## config.mk

```make
export PLATFORM = sky130hd
export DESIGN_NAME = sseg_scan_ctrl
export DESIGN_NICKNAME = d
export VERILOG_FILES = /design/src/rtl/sseg_pkg.sv /design/src/rtl/hex_to_sseg.sv /design/src/rtl/sseg_scan_ctrl.sv
export SDC_FILE = /design/constraint.sdc
export NUM_CORES = 1
export LEC_CHECK = 0
export CORE_MARGIN = 3
export CORE_UTILIZATION = 25
export DETAILED_ROUTE_END_ITERATION = 7
export GPL_TIMING_DRIVEN = 0
export PLACE_DENSITY = 0.51
export SYNTH_ARGS = -nofsm -noshare
export SYNTH_HDL_FRONTEND = slang
export SYNTH_HIERARCHICAL = 1
export SYNTH_SLANG_ARGS = --single-unit
```

## constraint.sdc

```tcl
create_clock -name clk -period 3.95 [get_ports clk]
set_clock_uncertainty 0.2 [all_clocks]
set_input_delay 0.5925 -clock clk [delete_from_list [all_inputs] [get_ports clk]]
set_output_delay 0.5925 -clock clk [all_outputs]
set_load 0.01 [all_outputs]
```

## src/rtl/sseg_pkg.sv

```systemverilog
// Shared types, constants and the segment table for the 4-digit
// seven-segment scan controller.
package sseg_pkg;

    // Scan FSM states
    typedef enum logic [1:0] {
        IDLE  = 2'd0,
        BLANK = 2'd1,
        SHOW  = 2'd2
    } scan_state_t;

    // Native width of the segment table (gfedcba)
    localparam int SEG_W = 7;

    // All segments off (active-low)
    localparam logic [6:0] SEG_BLANK = 7'h7F;

    // Active-low gfedcba patterns for hex digits 0..F
    localparam logic [6:0] SEG_TABLE [0:15] = '{
        7'h40, 7'h79, 7'h24, 7'h30,   // 0 1 2 3
        7'h19, 7'h12, 7'h02, 7'h78,   // 4 5 6 7
        7'h00, 7'h10, 7'h08, 7'h03,   // 8 9 A b
        7'h46, 7'h21, 7'h06, 7'h0E    // C d E F
    };

    // One complete display image: four digits, decimal points, digit enables
    typedef struct packed {
        logic [3:0][3:0] hex;
        logic [3:0]      dp;
        logic [3:0]      den;
    } disp_cfg_t;

    // Image held after reset: all zeros, no decimal points, all digits enabled
    localparam disp_cfg_t CFG_RESET = '{hex: 16'h0000, dp: 4'h0, den: 4'hF};

    // Next digit index, wrapping 3 -> 0
    function automatic logic [1:0] sel_inc(input logic [1:0] s);
        return s + 2'd1;
    endfunction

endpackage

```

## src/rtl/hex_to_sseg.sv

```systemverilog
// Combinational 4-bit hex to active-low segment decoder. Bits beyond
// the seven native segments are driven off.
module hex_to_sseg
    import sseg_pkg::*;
#(
    parameter int N = 7
) (
    input  logic [3:0]   hex,
    output logic [N-1:0] seg
);

    logic [SEG_W-1:0] tbl_s;

    assign tbl_s = SEG_TABLE[hex];

    for (genvar i = 0; i < N; i++) begin : g_bit
        if (i < SEG_W) begin : g_seg
            assign seg[i] = tbl_s[i];
        end else begin : g_pad
            assign seg[i] = 1'b1;
        end
    end

endmodule

```

## src/rtl/sseg_scan_ctrl.sv

```systemverilog
// Four-digit multiplexed seven-segment scan controller. Each digit gets a
// dark anti-ghosting gap followed by a lit dwell; new display images are
// staged and only committed at a frame boundary (or while idle) so a frame
// never mixes old and new values. All outputs come straight from flops.
module sseg_scan_ctrl
    import sseg_pkg::*;
#(
    parameter int N           = 7,
    parameter int REFRESH_DIV = 100000,
    parameter int BLANK_CYC   = 4
) (
    input  logic         clk,
    input  logic         reset_n,
    input  logic         en,
    input  logic         load,
    input  logic [3:0]   hex0,
    input  logic [3:0]   hex1,
    input  logic [3:0]   hex2,
    input  logic [3:0]   hex3,
    input  logic [3:0]   dp_in,
    input  logic [3:0]   digit_en,
    output logic [1:0]   sel,
    output logic [3:0]   an,
    output logic [N-1:0] sseg,
    output logic         dp,
    output logic         frame_done
);

    localparam int MAX_DWELL = (REFRESH_DIV > BLANK_CYC) ? REFRESH_DIV : BLANK_CYC;
    localparam int CW        = (MAX_DWELL < 1) ? 1 : $clog2(MAX_DWELL + 1);
    localparam logic [CW-1:0] SHOW_LAST  = CW'((REFRESH_DIV > 0) ? REFRESH_DIV - 1 : 0);
    localparam logic [CW-1:0] BLANK_LAST = CW'((BLANK_CYC > 0) ? BLANK_CYC - 1 : 0);
    localparam bit SKIP_BLANK = (BLANK_CYC == 0);

    scan_state_t state_r, state_nxt_s;
    logic [1:0]    sel_r, sel_nxt_s;
    logic [CW-1:0] cnt_r, cnt_nxt_s;
    logic          wrap_s;

    disp_cfg_t     stage_r, shadow_r, shadow_nxt_s, in_cfg_s;
    logic          pend_r, pend_nxt_s, upd_s;

    logic [3:0]    dig_hex_s;
    logic [N-1:0]  seg_dec_s;
    logic          lit_s;

    logic [3:0]    an_r, an_nxt_s;
    logic [N-1:0]  sseg_r, sseg_nxt_s;
    logic          dp_r, dp_nxt_s;
    logic          frame_done_r;

    // Next state, digit index and dwell count; flags the 3->0 wrap
    always_comb begin
        state_nxt_s = state_r;
        sel_nxt_s   = sel_r;
        cnt_nxt_s   = cnt_r;
        wrap_s      = 1'b0;
        if (!en) begin
            state_nxt_s = IDLE;
            sel_nxt_s   = 2'd0;
            cnt_nxt_s   = {CW{1'b0}};
        end else begin
            case (state_r)
                IDLE: begin
                    sel_nxt_s   = 2'd0;
                    cnt_nxt_s   = {CW{1'b0}};
                    state_nxt_s = SKIP_BLANK ? SHOW : BLANK;
                end
                BLANK: begin
                    if (cnt_r >= BLANK_LAST) begin
                        state_nxt_s = SHOW;
                        cnt_nxt_s   = {CW{1'b0}};
                    end else begin
                        cnt_nxt_s   = cnt_r + CW'(1);
                    end
                end
                SHOW: begin
                    if (cnt_r >= SHOW_LAST) begin
                        state_nxt_s = SKIP_BLANK ? SHOW : BLANK;
                        sel_nxt_s   = sel_inc(sel_r);
                        cnt_nxt_s   = {CW{1'b0}};
                        wrap_s      = (sel_r == 2'd3);
                    end else begin
                        cnt_nxt_s   = cnt_r + CW'(1);
                    end
                end
                default: begin
                    state_nxt_s = IDLE;
                    sel_nxt_s   = 2'd0;
                    cnt_nxt_s   = {CW{1'b0}};
                end
            endcase
        end
    end

    // Commit a pending or coincident load at the frame boundary or while idle
    always_comb begin
        in_cfg_s     = '{hex: {hex3, hex2, hex1, hex0}, dp: dp_in, den: digit_en};
        upd_s        = (load || pend_r) &&
                       (frame_done_r || (state_r == IDLE) || (state_nxt_s == IDLE));
        shadow_nxt_s = shadow_r;
        pend_nxt_s   = pend_r;
        if (upd_s) begin
            shadow_nxt_s = load ? in_cfg_s : stage_r;
            pend_nxt_s   = 1'b0;
        end else if (load) begin
            pend_nxt_s   = 1'b1;
        end else begin
            pend_nxt_s   = pend_r;
        end
    end

    // Pick the digit value that will be on display next cycle
    always_comb begin
        dig_hex_s = shadow_nxt_s.hex[sel_nxt_s];
    end

    hex_to_sseg #(.N(N)) u_hex_to_sseg (
        .hex (dig_hex_s),
        .seg (seg_dec_s)
    );

    // Next-cycle drive values; dark unless showing an enabled digit
    always_comb begin
        lit_s      = (state_nxt_s == SHOW) && shadow_nxt_s.den[sel_nxt_s];
        an_nxt_s   = 4'b1111;
        sseg_nxt_s = {N{1'b1}};
        dp_nxt_s   = 1'b1;
        if (lit_s) begin
            an_nxt_s   = ~(4'b0001 << sel_nxt_s);
            sseg_nxt_s = seg_dec_s;
            dp_nxt_s   = ~shadow_nxt_s.dp[sel_nxt_s];
        end else begin
            an_nxt_s   = 4'b1111;
            sseg_nxt_s = {N{1'b1}};
            dp_nxt_s   = 1'b1;
        end
    end

    // Scan FSM, dwell counter and digit index registers
    always_ff @(posedge clk or negedge reset_n) begin
        if (!reset_n) begin
            state_r <= IDLE;
            sel_r   <= 2'd0;
            cnt_r   <= {CW{1'b0}};
        end else begin
            state_r <= state_nxt_s;
            sel_r   <= sel_nxt_s;
            cnt_r   <= cnt_nxt_s;
        end
    end

    // Staging, shadow and pending-load registers
    always_ff @(posedge clk or negedge reset_n) begin
        if (!reset_n) begin
            stage_r  <= CFG_RESET;
            shadow_r <= CFG_RESET;
            pend_r   <= 1'b0;
        end else begin
            if (load) begin
                stage_r <= in_cfg_s;
            end else begin
                stage_r <= stage_r;
            end
            shadow_r <= shadow_nxt_s;
            pend_r   <= pend_nxt_s;
        end
    end

    // Output drive registers; reset darkens the display immediately
    always_ff @(posedge clk or negedge reset_n) begin
        if (!reset_n) begin
            an_r         <= 4'b1111;
            sseg_r       <= {N{1'b1}};
            dp_r         <= 1'b1;
            frame_done_r <= 1'b0;
        end else begin
            an_r         <= an_nxt_s;
            sseg_r       <= sseg_nxt_s;
            dp_r         <= dp_nxt_s;
            frame_done_r <= wrap_s;
        end
    end

    assign sel        = sel_r;
    assign an         = an_r;
    assign sseg       = sseg_r;
    assign dp         = dp_r;
    assign frame_done = frame_done_r;

endmodule

```

==> flow_summary.json, run 1 <==
{
  "outcome": "finished with violations",
  "violations": "setup timing",
  "fin_ws_ns": -0.00204,
  "htreeDepth": 3,
  "min_path_type": "primary input to async pin",
  "nets": 475,
  "tritoncts": "done",
  "synth_top_flop_cell": "dfrtp_1",
  "drive_gt1_share_pct": 37.1,
  "post-route-period-util_pct": 100,
  "hold_buffers": 0,
  "final_cell_mix": "dfrtp_1 (56), nor2_1 (46), clkdlybuf4s50_1 (40)",
  "powerDensity_mw_per_mm2": 399,
  "peakVddDrop_v": 0.000217,
  "initial_core_util_pct": 26.0,
  "grt_pass1_wl_mm": 15.2,
  "fin_util_pct": 35.4,
  "grt_usage_pct": 10.8,
  "antennaDiodeCount": 0,
  "antenna_left": 0,
  "die_area_sq_mm": 0.0176,
  "cts_buffers": 9,
  "drc_errors": 0,
  "ys_seq_elements": 83,
  "total_power_w": 0.00218,
  "grt_pass1_vias": 2941,
  "start_kind": "flop",
  "critPathMaxStageDelay_ns": 0.45,
  "ios": 43,
  "hpwl_mm": 6.33,
  "layout_min_cycle_time_ns": 3.95,
  "seq_area_frac_synth_pct": 52.4,
  "clock_sinks": 83,
  "portBuffers": 41,
  "netlist_instances": 352,
  "ys_warn_count": 6,
  "final-hold-violation-count": 0,
  "rsz0062_at_grt": "yes",
  "avgSynthCellArea_sq_um": 11.4,
  "cts_buffer_depth": 2,
  "relSlewSlack_pct": 66.1,
  "crit_arrival_ns": 4.01,
  "antenna_found_initial": 0,
  "final_common_cell": "dfrtp_1",
  "rows": 45,
  "slew_violations": 0,
  "slowest_stage": "mux4_2",
  "vias": 2858,
  "ys_async_sr_fraction_pct": 100,
  "grt_max_degree": 50,
  "avgRoutedWirePerCell_um": 14.3,
  "clockRootBuffer": "clkbuf_16",
  "grt_overflow": 0,
  "crit_fanout": 5,
  "gp_congestion": 0.772,
  "max_freq_mhz": 253,
  "tightestPinTransition_ns": 0.509,
  "coreArea_sq_mm": 0.0154,
  "synth_nets": 393,
  "drt_wl_total_mm": 9.33,
  "clkTransAtPathRegs_ns": 0.06,
  "cap_violations": 0,
  "p_leak_nw": 2.24,
  "ys_types": 51,
  "timing.critical_path.buf_inv": 3,
  "syn_to_final_growth_pct": 36.3,
  "crit_type": "flop to flop",
  "crit_path_cell_trace": "or3_4 > o41a_1 > a21oi_2 > o211a_4 > nor3_4 > buf_6 > mux2_4 > a32o_2 > a221o_2 > inv_2 > ha_1 > inv_2 > mux4_2 > nand2b_4",
  "cpMostUsedCell": "inv_2",
  "drtIter0Drc": 100,
  "vias_per_cell": 4.40,
  "finalSetupViolations": 1,
  "firstDrtPassIters": 4,
  "die_height_um": 133,
  "cp_data_required_time_ns": 4.01,
  "synth_edf_count": 0,
  "die_x_um": 133,
  "path_delay_family": "compound AO/OA/AOI/OAI gates",
  "setup.worst_path.end_class": "flop",
  "synth_area_sq_mm": 0.00401,
  "fin_hold_ws_ns": 0.0138,
  "cp-startpoint": "cnt_r[5]$_DFF_PN0_",
  "dp_slack_ns": -0.709,
  "r2r_start": "cnt_r[5]$_DFF_PN0_",
  "clk_latency_ns": 0.34
}
==> cells by family (layout without fill, tap and decap cells) <==
logic type	Yosys count	after routing	share of synthesized area [%]
xor+xnor	14	14	3.06
compound gates	42	42	8.55
buf+inv	23	110	2.56
fa+ha+maj	13	13	4.06
flops	83	83	52.4
simple gates	126	126	15.0
mux	51	51	14.3
==> metal layers <==
metal / track usage [%] / vias up / wire, um
met2: 16.1 / 47 / 4150
met4: 5.20 / 0 / 191
met3: 2.85 / 13 / 428
li1: - / 1414 / -
met1: 14.7 / 1384 / 4550
met5: 0 / - / 0
==> Yosys cell counts (all sizes together), types with 2 or more instances <==
cell type,number,area share (%)
a21oi,7,0.97
a221o,2,0.50
a31oi,2,0.69
a32o,4,1.0
a32oi,2,0.44
and3,8,1.2
buf,4,0.78
clkbuf,7,0.66
dfrtp,63,39
dfstp,20,13
ha,13,4.1
inv,12,1.1
mux2,41,12
mux2i,9,2.2
nand2,25,2.3
nand2b,11,1.7
nand3,11,1.5
nand4,6,0.94
nor2,47,4.4
nor3,4,0.62
nor4,5,0.78
o211ai,3,0.56
o21ai,7,0.87
o311ai,2,0.44
or2,4,0.62
or3,3,0.47
xnor2,6,1.3
xor2,8,1.7
==> power by group <==
| part | switching [W] | internal, W | leakage [nW] |
|---|---|---|---|
| Clock | 0.000339 | 0.000574 | 0.156 |
| Sequential | 0.0000169 | 0.000923 | 0.985 |
| Combinational | 0.000153 | 0.000175 | 1.10 |
==> registers in the layout, summed over array words and instances (netlist names) <==
| signal | count |
|---|---|
| shadow_r | 24 |
| dp | 1 |
| sel | 2 |
| state_r | 2 |
| cnt_r | 17 |
| an | 4 |
| stage_r | 24 |
| pend_r | 1 |
| frame_done | 1 |
| sseg | 7 |
==> stage by stage <==
stage | instances | TNS [ns] | cell area (sq um)
5_1_grt | 650 | -0.123 | 5460
2_1_floorplan | 352 | 0 | 4010
6_report | 650 | -0.00204 | 5460
3_3_place_gp | 604 | -55.64 | 4690
3_5_place_dp | 605 | -3.55 | 4710
4_1_cts | 637 | 0 | 5290
==> area by class of cell <==
| cell class | instances | area [sq um] |
|---|---|---|
| buffer | 8 | 57.6 |
| clock buffer | 11 | 243 |
| clock inverter | 5 | 85.1 |
| fill | 1542 | 9960 |
| inverter | 12 | 45.0 |
| multi-input combinational | 246 | 1980 |
| sequential | 83 | 2110 |
| tap | 211 | 264 |
| timing repair buffer | 74 | 679 |
==> path summary, 6_finish.rpt <==
path / slack (ns) / depth (start not counted) / end
max in group asynchronous: 2.88 / 2 / stage_r[0]$_DFF_PN1_
min in group clk: 0.29 / 2 / shadow_r[3]$_DFF_PN1_
max: -0.002 / 14 / sseg[3]$_DFF_PN1_
max reg2reg: -0.002 / 14 / sseg[3]$_DFF_PN1_
min: 0.01 / 1 / cnt_r[11]$_DFF_PN0_
min reg2reg: 0.29 / 2 / shadow_r[3]$_DFF_PN1_
==> repair_timing <==
action | CTS | global route
buffers inserted | 19 | 13
hold endpoints to repair | 0 | 0
gates resized for setup | 28 | 25
pin swaps | 13 | 10
gates cloned | 0 | 0
setup endpoints to repair | 7 | 7
(Power assumes the default switching activity.)
==> run 2, diff against run 1 <==
--- a/config.mk
+++ b/config.mk
@@ -9,7 +9,7 @@
 export CORE_UTILIZATION = 25
 export DETAILED_ROUTE_END_ITERATION = 7
 export GPL_TIMING_DRIVEN = 0
-export PLACE_DENSITY = 0.51
+export PLACE_DENSITY = 0.5
 export SYNTH_ARGS = -nofsm -noshare
 export SYNTH_HDL_FRONTEND = slang
 export SYNTH_HIERARCHICAL = 1
==> run 2 against run 1 <==
Effect of this change:
- the run now ends clean
- via count stayed put
- sequential power about the same
- worst setup slack gained 0.14 ns
- non-clock buffer count is 6 lower
- cell count down 0.92%
- power fell by 0.48%
- highest routed layer unchanged
- routed wire length decreased by 2.1%
- sequential share of layout area grew 0.35 points
==> flow_summary.json, run 2 (synthesized netlist as in run 1, its figures left out) <==
{
  "crit_arrival_ns": 3.88,
  "coreArea_sq_mm": 0.0154,
  "antenna_found_initial": 0,
  "cp_data_required_time_ns": 4.01,
  "post-route-period-util_pct": 96.5,
  "clkTransAtPathRegs_ns": 0.06,
  "syn_to_final_growth_pct": 35.0,
  "antenna_left": 0,
  "fin_area_sq_mm": 0.00541,
  "cp-startpoint": "cnt_r[0]$_DFF_PN0_",
  "grt_overflow": 0,
  "portBuffers": 41,
  "ios": 43,
  "powerDensity_mw_per_mm2": 401,
  "crit_path_cell_trace": "ha_4 > a21oi_4 > and4_4 > nand2_2 > a32o_2 > nor3_4 > buf_6 > mux2_4 > a32o_2 > a221o_2 > inv_2 > ha_4 > inv_2 > mux4_2 > nand2b_4",
  "outcome": "complete, no violations",
  "nets": 469,
  "max_freq_mhz": 262,
  "relSlewSlack_pct": 62.4,
  "finalSetupViolations": 0,
  "antennaDiodeCount": 0,
  "final-hold-violation-count": 0,
  "start_kind": "flop",
  "hold_buffers": 0,
  "placed_cells": 605,
  "clockRootBuffer": "clkbuf_16",
  "final_common_cell": "dfrtp_1",
  "drtIter0Drc": 193,
  "critPathMaxStageDelay_ns": 0.45,
  "clock_sinks": 83,
  "tightestPinTransition_ns": 0.564,
  "avgRoutedWirePerCell_um": 14.2,
  "final_cell_mix": "dfrtp_1 (57), nor2_1 (46), clkdlybuf4s50_1 (40)",
  "crit_fanout": 5,
  "clk_latency_ns": 0.34,
  "grt_usage_pct": 10.9,
  "slowest_stage": "dfrtp_2",
  "layout_min_cycle_time_ns": 3.81,
  "htreeDepth": 3,
  "cts_buffer_depth": 2,
  "hpwl_mm": 6.30,
  "setup.worst_path.end_class": "flop",
  "drive_gt1_share_pct": 35.6,
  "vias_per_cell": 4.44,
  "die_x_um": 133,
  "cap_violations": 0,
  "layout.cells.non_filler": 644,
  "reg_top3": "shadow_r: 24 flops, stage_r: 24 flops, cnt_r: 17 flops",
  "rows": 45,
  "grt_max_degree": 47,
  "dpl-instance-area_sq_mm": 0.00471,
  "drt_wl_total_mm": 9.13,
  "die_area_sq_mm": 0.0176,
  "slew_violations": 0,
  "firstDrtPassIters": 5,
  "grt_pass1_vias": 2979,
  "initial_core_util_pct": 26.0,
  "peakVddDrop_v": 0.000240,
  "grt_pass1_wl_mm": 15.6,
  "crit_type": "flop to flop",
  "p_leak_nw": 2.21,
  "gp_congestion": 0.817,
  "cts_buffers": 9,
  "drc_errors": 0,
  "die_height_um": 133,
  "min_path_type": "primary input to async pin",
  "vias": 2858,
  "tritoncts": "done",
  "r2r_start": "cnt_r[0]$_DFF_PN0_"
}
-- run 2: cell count changes in the layout (fill, tap and decap cells not counted), sizes merged --
cell  delta
buf      -6
-- run 2: per-stage QoR --
| stage | power (W) | utilization (%) | setup slack, ns | hold slack, ns | TNS, ns |
|---|---|---|---|---|---|
| 3_3_place_gp | 0.00122 | 30.4 | -0.849 | 0.272 | -55.99 |
| 6_report | 0.00217 | 35.1 | 0.138 | 0.0204 | 0 |
| 4_1_cts | 0.00219 | 34.2 | -0.00837 | 0.0305 | -0.00837 |
| 2_1_floorplan | 0.00114 | - | 0.00673 | 0.0969 | 0 |
| 5_1_grt | 0.00228 | 35.1 | -0.0107 | 0.0485 | -0.0132 |
| 3_5_place_dp | 0.00124 | 30.6 | -0.654 | 0.275 | -3.29 |
-- run 2: worst max-delay path, delay by kind of cell, from the launching register on --
| kind | cells | cell delay (ns) |
|---|---|---|
| AND/OR/NAND/NOR | 4 | 0.65 |
| flip-flops | 1 | 0.45 |
| multiplexers | 2 | 0.75 |
| buffers and inverters | 3 | 0.29 |
| AO/OA/AOI/OAI | 4 | 1.09 |
| adder cells (fa/ha/maj) | 2 | 0.32 |
-- run 2: final timing paths --
path | endpoint | slack [ns] | cells after the start
min reg2reg | shadow_r[3]$_DFF_PN1_ | 0.28 | 2
max | sseg[3]$_DFF_PN1_ | 0.14 | 15
max reg2reg | sseg[3]$_DFF_PN1_ | 0.14 | 15
min in group clk | shadow_r[3]$_DFF_PN1_ | 0.28 | 2
max in group asynchronous | shadow_r[2]$_DFF_PN1_ | 2.87 | 2
min | stage_r[11]$_DFF_PN0_ | 0.02 | 1
-- run 2: layout make-up --
class	instances	area (sq um)
fill	1551	10000
sequential	83	2110
multi-input combinational	246	1980
timing repair buffer	68	631
tap	211	264
clock buffer	11	243
clock inverter	5	85.1
buffer	8	53.8
inverter	12	47.5
-- run 2: repair_timing --
action,in CTS,in global routing
pin swaps,11,11
buffers inserted,15,11
gates resized for setup,30,18
setup endpoints to repair,7,7
-- run 2: metal layers --
metal,global-route usage [%],part of all wire [%],vias up
li1,-,-,1393
met1,15.8,51,1410
met2,15.7,44,49
met3,2.97,3.6,6
met4,3.46,1.2,0
met5,0,0,-
-- run 2: power breakdown --
| part | internal, W | total [W] | switching (W) | leakage, nW |
|---|---|---|---|---|
| clock | 0.000574 | 0.000915 | 0.000341 | 0.156 |
| sequential | 0.000923 | 0.000940 | 0.0000167 | 0.987 |
| combinational | 0.000164 | 0.000316 | 0.000152 | 1.07 |
